--- config.mk ---
export PLATFORM = sky130hd
export DESIGN_NAME = alu_arbiter
export DESIGN_NICKNAME = d
export VERILOG_FILES = /design/src/rtl/alu_arbiter.sv
export SDC_FILE = /design/constraint.sdc
export NUM_CORES = 1
export LEC_CHECK = 0
export CAP_MARGIN = 10
export CORE_MARGIN = 2
export CORE_UTILIZATION = 33
export DETAILED_ROUTE_END_ITERATION = 16
export MAX_ROUTING_LAYER = met4
export PLACE_DENSITY = 0.74
export SLEW_MARGIN = 20
export SYNTH_ARGS = -nofsm -noshare
export SYNTH_HDL_FRONTEND = slang
export SYNTH_SLANG_ARGS = --single-unit
--- constraint.sdc ---
create_clock -name clk -period 1.3 [get_ports clk]
set_input_delay 0.13 -clock clk [delete_from_list [all_inputs] [get_ports clk]]
set_output_delay 0.13 -clock clk [all_outputs]
set_load 0.03 [all_outputs]
--- src/rtl/alu_arbiter.sv ---
`default_nettype none
// ============================================================================
// Module      : alu_arbiter
// Description : Round-robin arbiter that shares one combinational ALU between
//               two requesters. The winner's operands are registered onto the
//               ALU inputs, the result and zero flag are captured one cycle
//               later, and both are returned on the winner's response port
//               with a valid/ready handshake.
// Revision    : 1.0 - initial release
// ============================================================================
module alu_arbiter #(
    parameter int DW = 32,
    parameter int CW = 4
) (
    input  logic          clk,
    input  logic          rst_n,
    // requester 0 (decode/execute path)
    input  logic          r0_valid,
    output logic          r0_ready,
    input  logic [CW-1:0] r0_ctrl,
    input  logic [DW-1:0] r0_a,
    input  logic [DW-1:0] r0_b,
    output logic          r0_rsp_valid,
    input  logic          r0_rsp_ready,
    // requester 1 (address/aux path)
    input  logic          r1_valid,
    output logic          r1_ready,
    input  logic [CW-1:0] r1_ctrl,
    input  logic [DW-1:0] r1_a,
    input  logic [DW-1:0] r1_b,
    output logic          r1_rsp_valid,
    input  logic          r1_rsp_ready,
    // shared response payload
    output logic [DW-1:0] rsp_result,
    output logic          rsp_zero,
    // ALU interface
    output logic [CW-1:0] alu_ctrl,
    output logic [DW-1:0] alu_a,
    output logic [DW-1:0] alu_b,
    input  logic [DW-1:0] alu_result,
    input  logic          alu_zero,
    // status
    output logic          busy
);

    typedef enum logic [1:0] {
        S_IDLE = 2'd0,
        S_EXEC = 2'd1,
        S_RESP = 2'd2
    } state_t;

    state_t        r_state;
    state_t        w_next_state;

    logic          r_cur;        // requester owning the op in flight (0/1)
    logic          r_last_gnt;   // requester granted most recently
    logic [CW-1:0] r_alu_ctrl;
    logic [DW-1:0] r_alu_a;
    logic [DW-1:0] r_alu_b;
    logic [DW-1:0] r_rsp_result;
    logic          r_rsp_zero;

    logic          w_any;
    logic          w_gnt;
    logic          w_accept;

    // Arbitration: a sole requester wins; on a tie the one not granted last wins.
    assign w_any    = r0_valid | r1_valid;
    assign w_gnt    = (r0_valid && r1_valid) ? ~r_last_gnt : r1_valid;
    assign w_accept = (r_state == S_IDLE) && w_any;

    // State register.
    always_ff @(posedge clk or negedge rst_n) begin
        if (!rst_n) begin
            r_state <= S_IDLE;
        end else begin
            r_state <= w_next_state;
        end
    end

    // Next-state and handshake outputs; ready only in IDLE, rsp_valid only in RESP.
    always_comb begin
        w_next_state = r_state;
        r0_ready     = 1'b0;
        r1_ready     = 1'b0;
        r0_rsp_valid = 1'b0;
        r1_rsp_valid = 1'b0;
        case (r_state)
            S_IDLE: begin
                if (w_any) begin
                    r0_ready     = ~w_gnt;
                    r1_ready     = w_gnt;
                    w_next_state = S_EXEC;
                end
            end
            S_EXEC: begin
                w_next_state = S_RESP;
            end
            S_RESP: begin
                r0_rsp_valid = ~r_cur;
                r1_rsp_valid = r_cur;
                if ((r_cur && r1_rsp_ready) || (!r_cur && r0_rsp_ready)) begin
                    w_next_state = S_IDLE;
                end
            end
            default: begin
                w_next_state = S_IDLE;
            end
        endcase
    end

    // Operand issue on accept and result capture at the end of EXEC;
    // ALU inputs hold their last values otherwise so the ALU does not toggle.
    always_ff @(posedge clk or negedge rst_n) begin
        if (!rst_n) begin
            r_cur        <= 1'b0;
            r_last_gnt   <= 1'b1;
            r_alu_ctrl   <= '0;
            r_alu_a      <= '0;
            r_alu_b      <= '0;
            r_rsp_result <= '0;
            r_rsp_zero   <= 1'b0;
        end else begin
            if (w_accept) begin
                r_cur      <= w_gnt;
                r_last_gnt <= w_gnt;
                r_alu_ctrl <= w_gnt ? r1_ctrl : r0_ctrl;
                r_alu_a    <= w_gnt ? r1_a    : r0_a;
                r_alu_b    <= w_gnt ? r1_b    : r0_b;
            end
            if (r_state == S_EXEC) begin
                r_rsp_result <= alu_result;
                r_rsp_zero   <= alu_zero;
            end
        end
    end

    assign alu_ctrl   = r_alu_ctrl;
    assign alu_a      = r_alu_a;
    assign alu_b      = r_alu_b;
    assign rsp_result = r_rsp_result;
    assign rsp_zero   = r_rsp_zero;
    assign busy       = (r_state != S_IDLE);

endmodule
`default_nettype wire

## Word level (Yosys, flattened, before mapping)

Cells that the tools add are included.

- Bits of input ports: 175
- Output and inout port bits: 106
- Word-level logic and storage cells: 38
- Bits in registers: 105

- Muxes and demuxes: 13
- Reduce and logical (&&, ||, !) cells: 9
- Equality and inequality tests: 4
- Bitwise logic cells: 4

Operators by type and width:

| kind | number |
|---|---|
| 32-bit 2-to-1 mux | 2 |
| 1-bit 2-to-1 mux | 7 |
| 2-bit case mux with 3 select lines | 1 |
| 1-bit logical AND | 4 |
| 2-bit 2-to-1 mux | 2 |
| 4-bit 2-to-1 mux | 1 |
| 2-bit != test, second input constant | 2 |
| 1-bit NOT | 3 |
| 2-bit by 1-bit == test with 1-bit output, second input constant | 1 |
| 2-bit == test, second input constant | 1 |
| 2-bit zero test | 1 |
| 2-bit AND reduction | 1 |
| 2-bit nonzero test | 1 |
| 1-bit zero test | 1 |
| 1-bit logical OR | 1 |
| 1-bit OR | 1 |

## Logic depth before layout (Yosys ltp)

- Depth after elaboration: 5
- Depth in mapped cells: 6
- Depth with buffers taken out: 4

## Least setup slack after synthesis

Ideal clock, no wire load.

- Path type: register to register
- Start point: reg r_state[1]
- End point: reg r_last_gnt
- Path slack: -326 ps
- Arrival: 1565 ps
- Path buffers: 1
- Cell stages (with the launch flop): 6
- Setup time: 61 ps
- Data required time: 1239 ps
- Period minus slack after synthesis: 1626 ps
- Cells stage by stage: dfrtp_1 > nor2_4 > buf_2 > inv_1 > nor2_1 > a21o_1

- Cells in the longest elaborated chain, start to end: 2

Ends and longest elaborated chain:

| what | RTL line | RTL |
|---|---|---|
| start: declaration | 52 | `state_t r_state;` |
| start signal: assignment | 77 | `r_state <= w_next_state;` |
| 2-bit zero test | 70 | `assign w_accept = (r_state == S_IDLE) && w_any;` |
| 1-bit logical AND | 70 |  |
| end signal: assignment | 126 | `r_last_gnt <= w_gnt;` |
| end: declaration | 56 | `logic r_last_gnt;` |

Every way passes these cells.
A chain may end at the register's enable or synchronous reset.

## Worst setup path after layout

- Start point: reg r_last_gnt
- End point: reg r_alu_b[21], in the netlist alu_b[21]

- Cells in the longest elaborated chain, start to end: 3

Ends and longest elaborated chain:

| what | RTL line | RTL |
|---|---|---|
| 1-bit NOT | 69 | `assign w_gnt = (r0_valid && r1_valid) ? ~r_last_gnt : r1_valid;` |
| 1-bit 2-to-1 mux | 69 |  |
| 32-bit 2-to-1 mux | 129 | `r_alu_b <= w_gnt ? r1_b : r0_b;` |
| end signal: assignment | 129 |  |
| end: declaration | 59 | `logic [DW-1:0] r_alu_b;` |

Every way passes these cells.

==> results.toml <==
[outcome]
status = "finished, violations left"
violations = "setup timing"

[global_routing]
grt_pass1_wl_um = 25400
globalRouteOverflowTotal = 0
track_usage_pct = 23.3
grt_max_degree = 44
grt_antenna_before_repair = 0
first_global_vias = 4659

[logic_synthesis]
ys_top_cells_by_area = "sky130_fd_sc_hd__dfrtp_1 (58%), sky130_fd_sc_hd__a221o_1 (11%), sky130_fd_sc_hd__and3_1 (7.0%)"
synth-main-ff-cell = "sky130_fd_sc_hd__dfrtp_1"
yosysTopAreaCellShare_pct = 57.9
postSynthNetCount = 539
synth_seq_area_share_pct = 58.5
synth_cells = 364
syn-cell-area_sq_um = 4490
synth.lib_cells_used.distinct = 26
avgSynthCellArea_sq_um = 12.3
synthDominantAreaCellType = "sky130_fd_sc_hd__dfrtp_1"
synthesis.yosys.warnings = 0
synth_enable_flop_cells = 0
synth.ff_latch_count = 105
postSynth.asyncResetShare_pct = 100

[sta]
final.setup_skew_ns = 0.00477
rsz0062_at_grt = "yes"
achievable-frequency_mhz = 639
hold_violations = 0
setup_slack_ns = -0.266
worst_slew_pin_slew_ns = 0.428
fraction_of_the_cycle_the_final_worst_path_needs_pct = 120
timing.setup.tns_ns = -18.14
max_slew_margin_pct = 71.5
period_minus_slack_ns = 1.57
setup_violations = 106
drv_slew = 0

[worst_setup_path]
rr_endpoint = "alu_b[21]$_DFFE_PN0P_"
critical_path_maximum_fanout = 21
worstPathArrival_ns = 1.79
reg2regPathDepth = 5
setup.worst_path.start_class = "register"
critical_path_required_ns = 1.53
ff2ff_setup_slack_ns = -0.27
worstReg2RegStart = "r_last_gnt$_DFFE_PN1P_"
timing.setup.critical_path_class = "reg -> reg"
endpoint_kind = "register"

[final_layout]
postLayoutCoreUtil_pct = 64.2
num-nets-final = 840
area_growth_pct = 90.0
fillerInstances = 1039
multiInputGateArea_sq_um = 1930
drive_gt1_share_pct = 21.5
regArea_sq_um = 2630
diodes = 0

[placed_design]
hpwlAfterDp_um = 11500
count_of_port_buffers_added_during_placement = 280
preCtsSetupSlack_ns = -0.294
gp_congestion = 0.827

[floorplan]
floorplan.die.height_um = 121
floorplan.rows = 42
core_area_sq_um = 13300
boundary_pins = 281
starting_density_of_the_core_pct = 33.8
die-area_sq_um = 14600
die_width_um = 121

[clock_network]
htree_num_levels = 3
max_buffers_root_to_sink = 2
worstSkewPairLatency_ns = 0.34
cts.reportedPaths.clkPinSlew_ns = 0.07
cts_inserted_buffers = 9
cts_tree = "yes"
clock_sinks = 105
clock_tree.root_cell = "sky130_fd_sc_hd__clkbuf_16"

[detailed_routing]
ant_nets = 0
number_of_vias_in_the_routed_layout = 4390
drt-total-wl_um = 17400
routed_via_density = 5.20
route.detailed.wl_per_inst_um = 20.6
dr.first_iter.drc_count = 221
remaining_drc_errors = 0
first_pass_iters = 4

[power_and_ir_drop]
pwr_density_cell_nw_per_um2 = 2520
ir_worst_vdd_v = 0.00115
static-leakage-power_uw = 0.00387
overall_power_of_the_completed_layout_uw = 21600

[hold_path]
holdCritPathClass = "in -> async"

[run]
drv.max_cap_violation_count = 0
==> how the worst max path moves through the flow <==
stage                     slack, ns                    end              startpoint  cells past startpoint
final                         -0.27  alu_b[21]$_DFFE_PN0P_  r_last_gnt$_DFFE_PN1P_                      5
after global routing          -0.33               r1_ready  r_state[1]$_DFFE_PN0P_                      5
after CTS                     -0.27               r1_ready  r_state[0]$_DFFE_PN0P_                      5
after detailed placement      -0.29   alu_b[5]$_DFFE_PN0P_                r0_valid                      6
after global placement        -0.29   alu_b[5]$_DFFE_PN0P_                r0_valid                      6
after floorplan               -0.08   alu_a[6]$_DFFE_PN0P_  r_last_gnt$_DFFE_PN1P_                      5
==> layer usage <==
metal  share of wire, %  GRT usage (%)  vias up
li1                   -              -     1972
met2                 51           39.9      217
met5                  0              -        -
met3                6.4           4.29       29
met1                 40           27.3     2172
met4                2.4           9.08        0
==> Yosys cell counts (2+ instances only) <==
cell type                  instances
sky130_fd_sc_hd__a221o_1          50
sky130_fd_sc_hd__mux2_2           17
sky130_fd_sc_hd__mux2_1           17
sky130_fd_sc_hd__nand2b_1          3
sky130_fd_sc_hd__inv_1             2
sky130_fd_sc_hd__a21oi_1          18
sky130_fd_sc_hd__buf_2            13
sky130_fd_sc_hd__buf_4             2
sky130_fd_sc_hd__nand2_1          36
sky130_fd_sc_hd__buf_6             8
sky130_fd_sc_hd__clkbuf_1         12
sky130_fd_sc_hd__nor2_1            3
sky130_fd_sc_hd__a31oi_1          18
sky130_fd_sc_hd__dfrtp_1         104
sky130_fd_sc_hd__and3_1           50
==> cell usage in the layout, fill, tap and decap left out, types with 2 or more instances in the layout <==
cell type and count:
sky130_fd_sc_hd__clkdlybuf4s50_1 173, sky130_fd_sc_hd__dfrtp_1 104, sky130_fd_sc_hd__dlygate4sd2_1 96, sky130_fd_sc_hd__a221o_1 50, sky130_fd_sc_hd__and3_4 34, sky130_fd_sc_hd__nand2_1 31, sky130_fd_sc_hd__a21oi_1 18, sky130_fd_sc_hd__and3_1 17
sky130_fd_sc_hd__a31oi_1 17, sky130_fd_sc_hd__mux2_2 15, sky130_fd_sc_hd__buf_4 15, sky130_fd_sc_hd__mux2_4 14, sky130_fd_sc_hd__clkbuf_16 13, sky130_fd_sc_hd__buf_6 12, sky130_fd_sc_hd__buf_12 12, sky130_fd_sc_hd__mux2_1 5
sky130_fd_sc_hd__buf_16 5, sky130_fd_sc_hd__nand2_2 4, sky130_fd_sc_hd__clkdlybuf4s15_1 4, sky130_fd_sc_hd__nor2_4 2, sky130_fd_sc_hd__clkinvlp_4 2, sky130_fd_sc_hd__nor2_1 2, sky130_fd_sc_hd__nand2b_4 2, sky130_fd_sc_hd__nand2_4 2
sky130_fd_sc_hd__bufinv_16 2, sky130_fd_sc_hd__bufbuf_16 2
==> cells by family after synthesis <==
| family | share of synthesized area (%) |
|---|---|
| AOI/OAI and AO/OA | 16.5 |
| buffers and inverters | 5.04 |
| DFF | 58.5 |
| muxes | 8.52 |
| and+or+nand+nor | 11.4 |
==> power breakdown <==
part | leakage, uW | internal [uW] | switching (uW)
Clock | 0.000149 | 1680 | 1180
Combinational | 0.00247 | 5860 | 6960
Sequential | 0.00125 | 4930 | 941
Total | 0.00387 | 12500 | 9090
==> final cells by class <==
cell class	instances	area share, %
Clock buffer	10	2.68
Clock inverter	5	0.953
Inverter	3	0.234
Multi-Input combinational cell	221	22.6
Sequential cell	105	30.8
Tap cell	176	2.58
Timing Repair Buffer	325	40.2
==> per-stage QoR <==
| stage | instance area, sq um | instances | hold WS (ns) |
|---|---|---|---|
| final | 8540 | 845 | 0.281 |
| after global routing | 8540 | 845 | 0.314 |
| after CTS | 8190 | 838 | 0.279 |
| after detailed placement | 7580 | 805 | 0.102 |
| after global placement | 7580 | 805 | 0.104 |
| after floorplan | 4530 | 364 | -0.166 |
==> flip-flops by register name (all words and copies together), names as in the netlist <==
register    count
r_state         2
r_last_gnt      1
alu_a          32
r_cur           1
rsp_zero        1
alu_ctrl        4
alu_b          32
rsp_result     32
==> what timing repair did <==
action	4_1_cts	5_1_grt
hold buffers	1	0
endpoints found under the setup margin	194	111
hold endpoints to repair	29	0
setup buffers	10	4
pin swaps	3	25
gates resized for setup	137	47
gates cloned	7	4
==> critical path, stage by stage, from the launching register on <==
cell and delay, ns:
sky130_fd_sc_hd__dfstp_2 0.54, sky130_fd_sc_hd__buf_6 0.11, sky130_fd_sc_hd__a21boi_4 0.11, sky130_fd_sc_hd__clkbuf_16 0.21, sky130_fd_sc_hd__and3_1 0.20, sky130_fd_sc_hd__a221o_1 0.26
(Power assumes the default switching activity.)
==> patch (same settings) <==
Change the parameter `CW` from 4 to 2.
--- a/src/rtl/alu_arbiter.sv
+++ b/src/rtl/alu_arbiter.sv
@@ -10,7 +10,7 @@
 // ============================================================================
 module alu_arbiter #(
     parameter int DW = 32,
-    parameter int CW = 4
+    parameter int CW = 2
 ) (
     input  logic          clk,
     input  logic          rst_n,
Interface: changed (resized alu_ctrl, r0_ctrl and r1_ctrl); port bits go from 281 to 275. The function was not compared with the original's and may differ.
==> patch against the unedited design <==
- the flow still finishes with violations (setup timing)
- first-iteration DRC count fell by 14%
- routed wire length fell by 5.7%
- synthesized cell count fell by 1.6%
- total power fell by 2.3%
- sequential cell count fell by 2
- area after synthesis fell by 2.7%
- design area fell by 3.0%
- count of clock-buffer cells in the layout did not move
- setup slack improved by 0.014 ns
- critical path type is now register to primary output
- largest cell class unchanged
- highest routed layer unchanged
==> patch: results (changes against the unedited design) <==
Setup path
The peak per-stage delay on the critical path is 0.41 ns (-0.13 ns). The largest individual stage delay along the critical path comes from the cell sky130_fd_sc_hd__dfrtp_1. The signal arrival time at the worst endpoint is 1.42 ns (-0.37 ns). The logic depth of the worst register-to-register path is 6 (+1). The highest net fanout along the worst path came to 4 (-81%).

Place
The global placement routability congestion came to 0.820 (-0.83%). The worst setup slack after placement is -0.359 ns (-0.0645 ns). The number of input and output port buffers inserted was 274 (-2.1%). The post-place instance area is 7530 sq um (-0.64%).

Cells and area
The fill cell total of the finished layout is 1048 (+0.87%). The final-stage net count was 828 (-1.4%). The share of cells above drive strength 1 is 19.4% (-2.2 points).

Synth
By area the synthesized netlist is led by sky130_fd_sc_hd__dfrtp_1 58%, sky130_fd_sc_hd__a221o_1 11%, sky130_fd_sc_hd__mux2_2 8.8%, sky130_fd_sc_hd__and3_1 7.0%, sky130_fd_sc_hd__nand2_1 3.1%. The net count after synthesis is 529 (-1.9%). Sorting the synthesized cells by how often they occur yields 102 x sky130_fd_sc_hd__dfrtp_1, 49 x sky130_fd_sc_hd__and3_1, 48 x sky130_fd_sc_hd__a221o_1. The portion of the post-synthesis area used by sequential elements is 59.0% (+0.48 points).

The count of distinct cell types in the synthesized netlist is 24 (-7.7%).

STA
The slew at the pin closest to its max-slew limit was 0.363 ns (-0.0654 ns). The final worst hold slack was 0.197 ns (-0.0834 ns). The largest clock skew in the final design is 0.00742 ns (+0.00265 ns). The final number of setup-violating endpoints is 106 (unchanged). The worst path setup slack after routing is -0.253 ns (+0.0136 ns).

Power
The worst IR drop on VDD is 1.26 mV (+9.2%). The switching share of total power came to 42.7% (+0.56 points). The leakage power summed over all cells is 3.79 nW (-2.2%). The combinational cell fraction of total power was 59.8% (+0.3 points).

Global route
The total global-route track usage was 22.4% (-0.96 points). The via count of the first global-routing pass is 4340 (-6.8%).

Status
The final reports fail on setup timing. The flow ran to the end, but the final reports show violations.

Drt
The via-per-instance ratio is 5.21 (+0.36%). The starting DRC count in detailed routing is 189 (-14%).

Clocking
The post-CTS setup-driven buffer insertion count came to 8 (-2).
==> patch: area by class of cell <==
class,count,share of cell area [%]
Inverter,3,0.242
Timing Repair Buffer,322,41.2
Multi-Input combinational cell,218,21.3
Clock buffer,10,2.76
Sequential cell,103,31.1
Clock inverter,5,0.710
Tap cell,176,2.66
==> patch: metrics by stage <==
stage / instances / power [W] / utilization [%] / setup TNS (ns)
global placement: 796 / 0.0172 / 57.6 / -20.23
floorplan: 358 / 0.0124 / - / -2.68
CTS: 825 / 0.0202 / 61.3 / -15.64
global route: 837 / 0.0220 / 63.3 / -20.63
finish: 837 / 0.0211 / 63.3 / -15.26
detailed placement: 796 / 0.0175 / 57.6 / -21.71
==> patch: per-layer routing <==
metal	GRT usage, %	up-vias	routed length (um)	part of all wire [%]
met2	38.3	198	8330	51
met1	26.7	2193	6790	41
met5	-	-	0	0
li1	-	1945	-	-
met3	3.59	28	875	5.3
met4	8.11	0	399	2.4
